File: src/rtl/tdm_demux_pkg.sv
// tdm_demux_pkg: shared types, default sizes and lane helper for the TDM demux.
package tdm_demux_pkg;
  typedef enum logic {HUNT, FILL} state_t;
  localparam int DEF_N_LANES = 8;
  localparam int DEF_WIDTH = 1;
  function automatic logic [DEF_WIDTH-1:0] lane_get(input logic [DEF_N_LANES*DEF_WIDTH-1:0] frame, input int k);
    return frame[k*DEF_WIDTH +: DEF_WIDTH];
  endfunction
endpackage

File: src/rtl/tdm_slot_ctr.sv
// tdm_slot_ctr: slot counter with wrap at MAX, sync-load to 1 and clear.
module tdm_slot_ctr #(
  parameter int CW = 3,
  parameter int MAX = 7
) (
  input  logic          clk,
  input  logic          rst,
  input  logic          clr,
  input  logic          ld,
  input  logic          inc,
  output logic [CW-1:0] cnt
);
  always_ff @(posedge clk)
    if (rst || clr) cnt <= '0;
    else if (ld) cnt <= CW'(1);
    else if (inc) cnt <= (cnt == CW'(MAX)) ? '0 : cnt + CW'(1);
endmodule

File: src/rtl/tdm_demux8.sv
// tdm_demux8: serial-to-parallel TDM demux with frame handshake.
// Define TDM_DEMUX8_PARITY_EN to add a trailing even-parity slot per frame.
module tdm_demux8
  import tdm_demux_pkg::*;
#(
  parameter int N_LANES = DEF_N_LANES,
  parameter int WIDTH = DEF_WIDTH,
  localparam int SEL_W = $clog2(N_LANES)
) (
  input  logic                     clk,
  input  logic                     rst,
  input  logic [WIDTH-1:0]         din,
  input  logic                     din_valid,
  input  logic                     sync,
  output logic [N_LANES*WIDTH-1:0] lanes,
  output logic                     frame_valid,
  input  logic                     frame_ready,
  output logic [SEL_W-1:0]         slot,
  output logic                     frame_err,
  output logic                     overrun,
  output logic                     par_err
);
`ifdef TDM_DEMUX8_PARITY_EN
  localparam int CW = SEL_W + 1;
  localparam int LAST = N_LANES;
`else
  localparam int CW = SEL_W;
  localparam int LAST = N_LANES - 1;
`endif
  localparam int FW = N_LANES * WIDTH;
  state_t state, state_d;
  logic [FW-1:0] shadow, shadow_d;
  logic [CW-1:0] cnt;
  logic ld, clr, inc, done, pub, ferr_d, perr_d, fv_d, ovr_d;
  tdm_slot_ctr #(.CW(CW), .MAX(LAST)) u_ctr (
    .clk(clk), .rst(rst), .clr(clr), .ld(ld), .inc(inc), .cnt(cnt)
  );
  assign slot = cnt[SEL_W-1:0];
  always_comb begin
    ld = din_valid && sync;
    clr = din_valid && !sync && state == FILL && cnt == '0;
    inc = din_valid && !sync && state == FILL && cnt != '0;
    done = inc && cnt == CW'(LAST);
    ferr_d = clr || (ld && state == FILL && cnt != '0);
    state_d = ld ? FILL : clr ? HUNT : state;
    shadow_d = shadow;
    for (int k = 0; k < N_LANES; k++)
      shadow_d[k*WIDTH +: WIDTH] = ((ld && k == 0) || (inc && cnt == CW'(k))) ? din : shadow[k*WIDTH +: WIDTH];
`ifdef TDM_DEMUX8_PARITY_EN
    perr_d = done && ((^shadow) != din[0]);
`else
    perr_d = 1'b0;
`endif
    pub = done && !perr_d;
    fv_d = pub || (frame_valid && !frame_ready);
    ovr_d = pub && frame_valid && !frame_ready;
  end
  // Lanes only load on a published frame, so the held frame is isolated from the shadow.
  always_ff @(posedge clk)
    if (rst) begin
      state <= HUNT;
      shadow <= '0;
      lanes <= '0;
      frame_valid <= 1'b0;
      frame_err <= 1'b0;
      overrun <= 1'b0;
      par_err <= 1'b0;
    end else begin
      state <= state_d;
      shadow <= shadow_d;
      if (pub) lanes <= shadow_d;
      frame_valid <= fv_d;
      frame_err <= ferr_d;
      overrun <= ovr_d;
      par_err <= perr_d;
    end
endmodule
File: config.mk
export PLATFORM = sky130hd
export DESIGN_NAME = tdm_demux8
export DESIGN_NICKNAME = d
export VERILOG_FILES = /design/src/rtl/tdm_demux_pkg.sv /design/src/rtl/tdm_slot_ctr.sv /design/src/rtl/tdm_demux8.sv
export SDC_FILE = /design/constraint.sdc
export NUM_CORES = 1
export LEC_CHECK = 0
export CORE_UTILIZATION = 49
export DETAILED_ROUTE_END_ITERATION = 10
export PLACE_DENSITY_LB_ADDON = 0.3
export SKIP_LAST_GASP = 1
export SLEW_MARGIN = 20
export SYNTH_ARGS = -nofsm -noshare
export SYNTH_HDL_FRONTEND = slang
export SYNTH_HIERARCHICAL = 1
export SYNTH_SLANG_ARGS = --single-unit
File: constraint.sdc
create_clock -name clk -period 2.2 [get_ports clk]
set_input_delay 0.55 -clock clk [delete_from_list [all_inputs] [get_ports clk]]
set_output_delay 0.55 -clock clk [all_outputs]
set_load 0.05 [all_outputs]
==> flow_summary.toml <==
[run_status]
status = "finished, final reports clean"

[critical_path]
critical_path.top_delay_family = "buffers and inverters"
slowest_delay_ns = 0.80
worstSetupPathType = "reg2out"
startpoint = "lanes[0]"
critPathCaptureType = "output port"
cp_cell_sequence = "clkdlybuf4s50_1"
start_kind = "register"
r2r-end = "u_ctr/cnt[1]"
cp_slowest_cell = "clkdlybuf4s50_1"
reg2reg_from = "u_ctr/cnt[0]"
worst-path-buf-inv = 1
critical_path.max_fanout = 2
reg2reg_depth = 4
r2r_slack_ns = 0.38
worst_ep_arrival_time_ns = 1.44
critPathRequiredTime_ns = 1.65

[clocking]
cts_setup_buffers = 0
hold_buffers = 0
htreeDepth = 1
worst_skew_pair.late_latency_ns = 0.29
cts_buffers = 3
clock_sinks = 22
clockRootBuffer = "clkbuf_4"
path_clk_slew_ns = 0.11
cts_resized = 0
cts_tree = "yes"
cts_buffer_depth = 2

[synthesis]
synth_ff_type = "dfxtp_1"
ys_ff_latch = 22
ys_warn_count = 6
synth.largest_area_cell = "dfxtp_1"
ys_seq_area_frac = 0.441
synth.area.top_cells = "dfxtp_1, a21oi_1, nand3_1"
synth_cell_types = 35
synth.most_common_cell = "dfxtp_1"
async_flop_share = 0
synth.cell_area_um2 = 998
synth_common_cells = "dfxtp_1, a21oi_1, nand3_1, o21ai_0, o21ai_1"
syn_nets = 119
synth_top_area_frac = 0.441
avgSynthCellArea_um2 = 9.00
postSynthCellCount = 111
synth_edf_count = 0

[grt]
antenna_found_initial = 0
grt_pass1_wl_um = 3180
grt_overflow_total = 0
grt_max_degree = 23
grt_pass1_vias = 726
grt_use_total = 0.202

[power]
power.density_nw_per_um2 = 550
vdd.ir_drop.worst_uv = 455
finalPower_uw = 676
p_leak_nw = 0.432

[drt]
wl_um = 1940
wire_per_inst_um = 12.6
firstDrtPassIters = 4
route.detailed.drc = 0
ant_nets = 0
vias = 871
drt-vias-per-instance = 5.66
drt_iter0_markers = 18

[final_layout]
antenna_cells = 0
drive_above_1_share = 0.116
final_core_util = 0.675
syn_to_final_growth_pct = 23.1
fillers = 159
final_cell_area_um2 = 1230
multi_input_area_um2 = 504
final_net_count = 138
regArea_um2 = 440

[placed_design]
port_buffers = 19
gp_congestion = 0.802
place_hpwl_um = 1400
placed_cell_area_um2 = 1190

[timing]
relSlewSlack = 0.668
rsz0062_at_grt = "no"
max_freq_ghz = 0.502
timing.final.crit_share = 0.905
slew_violations = 0
fin_skew_ns = 0.000734
setup_tns_ns = 0
hold_slack_ns = 0.470
setup_viol = 0
hold_viol_final = 0
fin_crit_ns = 1.99
worst_pin_slew_ns = 0.497

[hold_path]
hp-class = "reg2reg"
whs_endpoint = "lanes[6]"
min_from = "shadow[6]"
whs_path_depth = 2

[die]
die_w_um = 47.1
num_rows = 15
core_area_um2 = 1820
die_area_um2 = 2220
die_h_um = 47.1
initial_core_util = 0.548
ios = 21

[flow_run]
maxCapViolations = 0
==> power by group <==
group          internal [mW]  switching (mW)  total, mW  leakage (nW)
clock network          0.101           0.109      0.210        0.0210
logic                 0.0237          0.0332     0.0570         0.234
registers              0.402         0.00707      0.409         0.178
total                  0.526           0.150      0.676         0.432
==> cell usage in the layout (no fill, tap or decap), drive strengths merged <==
master,n
a2111oi,1
a21oi,16
a311oi,1
and3,1
and3b,2
and4b,1
buf,7
clkbuf,4
clkdlybuf4s50,16
conb,1
dfxtp,22
ha,2
inv,1
mux2i,2
nand2,3
nand2b,3
nand3,10
nand3b,4
nand4,3
nand4b,1
nor2,2
nor2b,2
nor3,3
nor3b,2
nor4,1
nor4bb,1
o21ai,12
o31a,1
o31ai,2
or3b,1
xnor2,1
==> worst max-delay path by stage <==
stage                    to  slack, ns  depth (start not counted)
2_1_floorplan  u_ctr/cnt[1]       0.04                          5
3_3_place_gp   u_ctr/cnt[1]       0.12                          4
3_5_place_dp   u_ctr/cnt[1]       0.04                          4
4_1_cts            lanes[1]       0.19                          1
5_1_grt            lanes[3]       0.14                          1
6_report           lanes[0]       0.21                          1
==> registers in the layout, indices dropped and copies added, names as in the netlist <==
name and cells:
frame_err 1, frame_valid 1, lanes 8, overrun 1, shadow 7, state 1, u_ctr/cnt 3
==> stage by stage <==
stage,cells,worst slack (ns)
2_1_floorplan,111,0.0436
3_3_place_gp,150,0.118
3_5_place_dp,150,0.0419
4_1_cts,154,0.190
5_1_grt,154,0.142
6_report,154,0.209
==> layout make-up <==
cell class,count,share of cell area
Tap cell,25,0.0255
Multi-Input combinational cell,79,0.410
Inverter,1,0.00305
Clock buffer,4,0.0295
Sequential cell,22,0.358
Timing Repair Buffer,23,0.173
==> worst reg2reg max path, stage by stage, from the launching register on <==
cell and delay (ns):
dfxtp_1 0.63, nor3_2 0.11, nor4bb_1 0.45, nand3b_1 0.15
a2111oi_2 0.37
==> cell families after synthesis <==
group                    Yosys count  synth area share
AO/OA/AOI/OAI                     33             0.188
XOR/XNOR                           1           0.00877
adder cells (fa/ha/maj)            2            0.0251
buffers and inverters             10            0.0539
flip-flops                        22             0.441
multiplexers                       2            0.0201
other                              1           0.00376
AND/OR/NAND/NOR                   40             0.259
==> routing by layer <==
metal,track usage,vias up,part of all wire
met5,0,-,0
met4,0.0514,0,0.0067
li1,-,446,-
met1,0.266,405,0.48
met2,0.342,18,0.48
met3,0.0346,2,0.035
Power figures use the tool's default switching activity.
